`src/rtl/timer_pkg.sv`:
```
// Shared definitions for the carry-save countdown timer: FSM encoding and the
// legal delay window, which depends on the counter width.
package timer_pkg;

   typedef enum logic [1:0] {
      IDLE = 2'd0,
      RUN  = 2'd1,
      DONE = 2'd2
   } state_e;

   // Shortest delay is one full carry ripple through the skewed counter.
   function automatic int nb_min(input int w);
      return w;
   endfunction

   function automatic int nb_max(input int w);
      return 1 << (w - 1);
   endfunction

   function automatic logic nb_ok(input int n, input int w);
      return (n >= nb_min(w)) && (n <= nb_max(w));
   endfunction

endpackage

```
`src/rtl/compressor2.sv`:
```
// 2:2 compressor row (half adders): one carry-save advance step, no carry chain.
module compressor2 #(
   parameter int width = 4
) (
   input  logic [width-1:0] a_i,
   input  logic [width-1:0] b_i,
   output logic [width-1:0] s_o,
   output logic [width-1:0] c_o
);

   assign s_o = a_i ^ b_i;
   assign c_o = a_i & b_i;

endmodule

```
`src/rtl/timer.sv`:
```
// Countdown timer built on a carry-save incrementer; expiry is the carry out of
// the top bit, so no carry-propagate adder sits on the count path.
module timer
   import timer_pkg::*;
#(
   parameter int width = 8
) (
   input  logic             clk,
   input  logic             rst,
   input  logic             ld,
   input  logic [width-1:0] nb,
   input  logic             per,
   input  logic             en,
   output logic             dn,
   output logic             tick,
   output logic             busy,
   output logic             err
);

   // Bit i of the sum lags the true count by i cycles, so the top carry fires
   // width-1 advances late; preloading -(N-width+1) makes it land on advance N-1.
   localparam logic [width-1:0] PRE_OFS = width'(width - 1);

   state_e             st_q, st_d;
   logic [width-1:0]   sum_q, sum_d;
   logic [width-2:0]   cry_q, cry_d;
   logic [width-1:0]   n_q, n_d;
   logic               per_q, per_d;
   logic               err_q, err_d;

   logic [width-2:0]   cs_s, cs_c;
   logic [width-1:0]   cy_full;
   logic               top_c, ld_ok, running, step, expire, reload;

   // Bit 0 always adds the implicit +1, so only bits 1..width-1 need compressors.
   compressor2 #(.width(width - 1)) u_cs (
      .a_i (sum_q[width-1:1]),
      .b_i (cry_q),
      .s_o (cs_s),
      .c_o (cs_c)
   );

   assign cy_full = {cs_c, sum_q[0]};
   assign top_c   = cy_full[width-1];

   assign ld_ok   = ld & nb_ok(32'(nb), width);
   assign running = (st_q == RUN);
   assign step    = running & en;
   assign expire  = step & top_c & ~ld_ok & ~rst;
   assign reload  = expire & per_q;

   assign st_d  = ld_ok               ? RUN  :
                  (expire & ~per_q)   ? DONE : st_q;
   assign sum_d = ld_ok  ? PRE_OFS - nb  :
                  reload ? PRE_OFS - n_q :
                  step   ? {cs_s, ~sum_q[0]} : sum_q;
   assign cry_d = (ld_ok | reload) ? '0 :
                  step             ? cy_full[width-2:0] : cry_q;
   assign n_d   = ld_ok ? nb  : n_q;
   assign per_d = ld_ok ? per : per_q;
   assign err_d = ld & ~ld_ok;

   assign tick = expire;
   assign dn   = (st_q == DONE) | (expire & ~per_q);
   assign busy = running;
   assign err  = err_q;

   always_ff @(posedge clk) begin
      if (rst) begin
         st_q  <= IDLE;
         sum_q <= '0;
         cry_q <= '0;
         n_q   <= '0;
         per_q <= 1'b0;
         err_q <= 1'b0;
      end else begin
         st_q  <= st_d;
         sum_q <= sum_d;
         cry_q <= cry_d;
         n_q   <= n_d;
         per_q <= per_d;
         err_q <= err_d;
      end
   end

endmodule

```
`config.mk`:
```
export PLATFORM = sky130hd
export DESIGN_NAME = timer
export DESIGN_NICKNAME = d
export VERILOG_FILES = /design/src/rtl/timer_pkg.sv /design/src/rtl/compressor2.sv /design/src/rtl/timer.sv
export SDC_FILE = /design/constraint.sdc
export NUM_CORES = 1
export LEC_CHECK = 0
export ABC_AREA = 1
export CORE_UTILIZATION = 40
export CTS_BUF_LIST = sky130_fd_sc_hd__clkbuf_16
export CTS_CLUSTER_DIAMETER = 150
export CTS_CLUSTER_SIZE = 16
export DETAILED_ROUTE_END_ITERATION = 8
export SLEW_MARGIN = 10
export SYNTH_ARGS = -nofsm -noshare
export SYNTH_HDL_FRONTEND = slang
export SYNTH_SLANG_ARGS = --single-unit
```
`constraint.sdc`:
```
create_clock -name clk -period 2 [get_ports clk]
set_input_delay 0.3 -clock clk [delete_from_list [all_inputs] [get_ports clk]]
set_output_delay 0.3 -clock clk [all_outputs]
set_load 0.005 [all_outputs]
```
After elaboration in Yosys (flattened, before gate mapping). Index checks and enable logic that the tools add are counted.

Flip-flop bits (word level): 27. Output and inout port bits: 4.

Order comparisons: 2. Equality and inequality tests: 2. Reduce and logical (&&, ||, !) cells: 5. Multiplexer cells: 5. Bitwise operators: 16. Add/subtract/negate cells: 2.

Operators by type and width (number): 2-to-1 mux 8 bit (3); subtractor 3 x 8 -> 8 bit, first input constant (2); AND 1 bit (8); >= comparator 8 x 4 -> 1 bit, second input constant (1); less-or-equal comparator 8 bit, second input constant (1); AND 7 bit (1); XOR 7 bit (1); inverter 1 bit (4); OR reduction 2 bit (2); nonzero test 3 bit (1); equality test 2 x 1 -> 1 bit, second input constant (1); equality test 2 bit, second input constant (1); 2-to-1 mux 1 bit (2); OR 1 bit (2); nonzero test 2 bit (1); logical AND 1 bit (1).

Depth between registers and ports, before layout.
Depth after elaboration: 9. Depth in mapped cells: 13. Gate-level depth less buffers: 13.

By module. A second synthesis with hierarchy kept.

Cells, all modules: 212. Area, all modules: 1476.4 um^2.

By module, submodules not included: timer (times used 1, cells each 205, seq. area each 540.5 um^2, area each 1388.8 um^2); compressor2 (times used 1, cells each 7, seq. area each 0.0 um^2, area each 87.6 um^2).

Least setup slack after synthesis. Ideal clock, no wire load.

Path kind: input port to output port. From: input port nb[3]. To: output port dn. Arrival: 1.342 ns. Path buffers: 0. Stages on the path: 11. Required time: 1.700 ns. Path slack: 0.358 ns. Cells stage by stage: inv_1 ha_1 nand2_1 nor2_1 nand2_1 nand2_1 nand3_4 nand3_1 inv_1 nand2_1 o21ai_0.

Cells in the longest elaborated chain, start to end: 8. Elaborated cells on any way between the ends: 9.

RTL lines: from (decl) (line timer.sv:11) `input logic [width-1:0] nb,`; >= comparator 8 x 4 -> 1 bit or less-or-equal comparator 8 bit (tied branches) (line timer_pkg.sv:21) `return (n >= nb_min(w)) && (n <= nb_max(w));`; logical AND 1 bit * (line timer_pkg.sv:21); AND 1 bit * (line timer.sv:46) `assign ld_ok = ld & nb_ok(32'(nb), width);`; inverter 1 bit * (line timer.sv:49) `assign expire = step & top_c & ~ld_ok & ~rst;`; AND 1 bit * (2 in a row) (line timer.sv:49); named net tick (line timer.sv:15) `output logic tick,`; AND 1 bit * (line timer.sv:64) `assign dn = (st_q == DONE) | (expire & ~per_q);`; OR 1 bit * (line timer.sv:64); to (decl) (line timer.sv:14) `output logic dn,`.

The timed path passes the listed nets; every way through them passes the cells marked *.

Worst setup path in the final report.
From: input port nb[2]. To: output port tick.

Cells in the longest elaborated chain, start to end: 6. Elaborated cells on any way between the ends: 7.

RTL lines (line): >= comparator 8 x 4 -> 1 bit or less-or-equal comparator 8 bit (tied branches) (timer_pkg.sv:21); logical AND 1 bit * (timer_pkg.sv:21); AND 1 bit * (timer.sv:46); inverter 1 bit * (timer.sv:49); AND 1 bit * (2 in a row) (timer.sv:49); to (decl) (timer.sv:15).

Mark *: on every way between the ends. The rest lies on a longest branch, timed or not.

==> flow_metrics.env <==
export IMPL_status="completed"
export IMPL_ioPinCount=17
export IMPL_finClkSkew_ns=0.001702
export IMPL_overall_die_area_sq_um=3938
export IMPL_area_growth_syn_to_layout_pct=36.86
export IMPL_worst_skew_pair_late_latency_ns=0.26
export IMPL_rows=21
export IMPL_grt_antenna_before_repair=0
export IMPL_yosys_cell_types_count=24
export IMPL_grt_ovfl_total=0
export IMPL_synth_net_count=235
export IMPL_fin_crit_ns=1.932
export IMPL_power_frac_seq_pct=45.4
export IMPL_detailed_place_hpwl_mm=2.494
export IMPL_worst_endpoint_required_ns=1.70
export IMPL_grt_total_usage_pct=18.99
export IMPL_routed_wire_length_mm=3.506
export IMPL_critical_path_class="in2out"
export IMPL_comb_power_share_pct=18.1
export IMPL_initialDrtViolationCount=46
export IMPL_synthTopCellsByCount="sky130_fd_sc_hd__nand2_1, sky130_fd_sc_hd__inv_1, sky130_fd_sc_hd__dfxtp_1"
export IMPL_static_leakage_power_uw=0.0009689
export IMPL_worst_setup_ep_type="output pin"
export IMPL_p_per_area_nw_per_um2=633.5
export IMPL_hold_buffers=0
export IMPL_post_synthesis_instance_area_sq_um=1476
export IMPL_synth_fa_ha_area_share_pct=8.475
export IMPL_tightest_slew_ns=0.5970
export IMPL_crit_fanout=2
export IMPL_core_area_sq_um=3442
export IMPL_synth_seq_area_share_pct=36.61
export IMPL_yosysTopAreaCell="sky130_fd_sc_hd__dfxtp_1"
export IMPL_drv_slew=0
export IMPL_number_of_enable_flip_flop_cells_after_synthesis=0
export IMPL_grt_pass1_wl_mm=5.878
export IMPL_worst_hold_startpoint="nb[1]"
export IMPL_synthMuxAreaShare_pct=0
export IMPL_postSynth_asyncResetShare_pct=0
export IMPL_synthesis_instances=212
export IMPL_synth_warnings=0
export IMPL_yosys_cell_count_top_type="sky130_fd_sc_hd__nand2_1"
export IMPL_port_buffers=16
export IMPL_worst_r2r_startpoint="sum_q[7]$_SDFFE_PP0P_"
export IMPL_dr_total_vias=1449
export IMPL_avgSynthCellArea_sq_um=6.964
export IMPL_cts_htree_levels=1
export IMPL_pre_cts_ws_ns=-0.5412
export IMPL_average_vias_per_placed_instance=4.782
export IMPL_path_clk_slew_ns=0.07
export IMPL_finalWeightedCongestion=0.7601
export IMPL_dp_cells=294
export IMPL_synth_xor_xnor_area_share_pct=1.186
export IMPL_maxCapViolations=0
export IMPL_overall_die_height_microns=62.76
export IMPL_cts_max_path_buffers=2
export IMPL_power_net_switching_uw=337.4
export IMPL_fin_nets=281
export IMPL_start_util_pct=42.89
export IMPL_ant_nets=0
export IMPL_detailedRoute_firstPassIterationCount=4
export IMPL_clkPwrFrac_pct=36.5
export IMPL_arrival_ns=1.63
export IMPL_netlist_area_leader_share_pct=36.61
export IMPL_die_w_microns=62.76
export IMPL_cts_root_buf="sky130_fd_sc_hd__clkbuf_16"
export IMPL_clkSinkCount=27
export IMPL_setup_viol=0
export IMPL_internal_power_uw=942.7
export IMPL_first_global_vias=1369
export IMPL_fmax_mhz=517.6
export IMPL_synth_top_family_by_area="simple AND/OR/NAND/NOR gates"
export IMPL_crit_path_start_kind="input port"
export IMPL_post_synth_and_or_nand_nor_area_fraction_pct=27.20
export IMPL_fillCellCount=334
export IMPL_synth_main_ff_cell="sky130_fd_sc_hd__dfxtp_1"
export IMPL_irDropWorstVdd_v=0.0004478
export IMPL_max_slew_margin_rel_pct=59.86
export IMPL_hold_viol_final=0
export IMPL_drc=0
export IMPL_finalCritPeriodShare_pct=96.61
export IMPL_tritoncts_num_buffers=3
export IMPL_final_instance_count_excl_fill=303
export IMPL_complex_gate_fraction_of_the_synthesized_area_pct=16.78
export IMPL_post_route_cells_drive_above_1_share_pct=21.40
export IMPL_startpoint_of_the_worst_setup_timing_path="nb[2]"
export IMPL_synth_seq_cells=27
export IMPL_cts_tree="yes"
export IMPL_worstHoldPathType="in2reg"
export IMPL_netlist_top_cells_area="sky130_fd_sc_hd__dfxtp_1, sky130_fd_sc_hd__nand2_1, sky130_fd_sc_hd__a21oi_1"
export IMPL_switch_share_pct=26.36
export IMPL_maximum_number_of_pins_on_one_net_before_global_route_repair=26
export IMPL_num_antenna_cells=0
export IMPL_r2r_slack_ns=0.28
export IMPL_post_drt_wl_per_cell_microns=11.57
export IMPL_timing_final_ws_setup_ns=0.06786
-- metal layers --
metal,vias up,global-route usage [%],part of all wire [%]
met4,0,7.849,1.3
met2,27,32.34,47
met5,-,0,0
met3,4,1.642,2.3
li1,776,-,-
met1,642,24.47,49
-- final timing paths --
| kind | endpoint | cells past startpoint |
|---|---|---|
| hold / removal | n_q[1]$_SDFFE_PP0P_ | 3 |
| setup reg to reg | sum_q[1]$_SDFFE_PP0P_ | 8 |
| hold reg to reg | cry_q[5]$_SDFFE_PP0P_ | 2 |
| setup / recovery | tick | 9 |
-- worst max-delay path, cell delays in order --
cell,delay [ns]
sky130_fd_sc_hd__clkdlybuf4s50_1,0.43
sky130_fd_sc_hd__nor2_2,0.16
sky130_fd_sc_hd__nand2_1,0.09
sky130_fd_sc_hd__nand2_2,0.10
sky130_fd_sc_hd__nand3_4,0.07
sky130_fd_sc_hd__nand3_2,0.07
sky130_fd_sc_hd__inv_2,0.04
sky130_fd_sc_hd__buf_4,0.11
sky130_fd_sc_hd__dlygate4sd2_1,0.25
-- power by group through the flow --
stage	clock network (uW)	logic [uW]	registers, uW
final	467	232	581
after global routing	508	265	585
after CTS	479	223	581
after detailed placement	0	220	594
after global placement	0	220	594
after floorplan	0	128	590
-- layout by cell type, fill, tap and decap left out, types with 3 or more instances in the layout --
cell type,Yosys,final
sky130_fd_sc_hd__nand2_1,61,59
sky130_fd_sc_hd__buf_4,1,29
sky130_fd_sc_hd__dfxtp_1,27,27
sky130_fd_sc_hd__inv_1,29,26
sky130_fd_sc_hd__a21oi_1,25,25
sky130_fd_sc_hd__o21ai_0,17,17
sky130_fd_sc_hd__nor2_1,15,13
sky130_fd_sc_hd__ha_1,10,8
sky130_fd_sc_hd__clkdlybuf4s50_1,0,8
sky130_fd_sc_hd__nand3_1,8,6
sky130_fd_sc_hd__nand2_2,3,4
sky130_fd_sc_hd__inv_2,1,4
sky130_fd_sc_hd__clkbuf_16,0,3
sky130_fd_sc_hd__dlygate4sd2_1,0,3
-- metrics by stage --
step	instance area [sq um]	setup TNS (ns)	utilization, %	hold WS, ns	power [uW]
after CTS	1957	0	56.85	0.4698	1283
final	2021	0	58.71	0.3668	1280
after floorplan	1476	0	-	0.4251	718.2
after global placement	1851	-7.567	53.76	0.4557	813.8
after global routing	2021	-0.03643	58.71	0.3899	1358
after detailed placement	1851	-8.170	53.76	0.4587	813.1
-- registers in the layout, indices dropped and copies added (netlist names) --
signal  count
cry_q       7
per_q       1
err         1
sum_q       8
st_q        2
n_q         8
-- final cells by class --
type	instances	area, sq um	share of cell area, %
Multi-Input combinational cell	150	847.1	41.92
Sequential cell	27	540.5	26.75
Timing Repair Buffer	46	380.4	18.82
Inverter	30	112.6	5.573
Clock buffer	3	75.07	3.715
Tap cell	46	57.56	2.848
Clock inverter	1	7.507	0.3715
-- logic make-up (layout without fill, tap and decap cells) --
logic type / after synthesis / in the layout
AOI/OAI and AO/OA: 46 / 46
xor gates and xnor gates: 2 / 2
adders and majority gates: 10 / 10
buffers and inverters: 35 / 80
DFF: 27 / 27
and+or+nand+nor: 92 / 92
-- timing repair --
item / in CTS / in global routing
endpoints found under the hold margin: 0 / 0
resized for setup: 17 / 13
pin swaps: 1 / 6
setup endpoints to repair: 18 / 17
setup buffers: 2 / 3
Power figures use the tool's default switching activity.
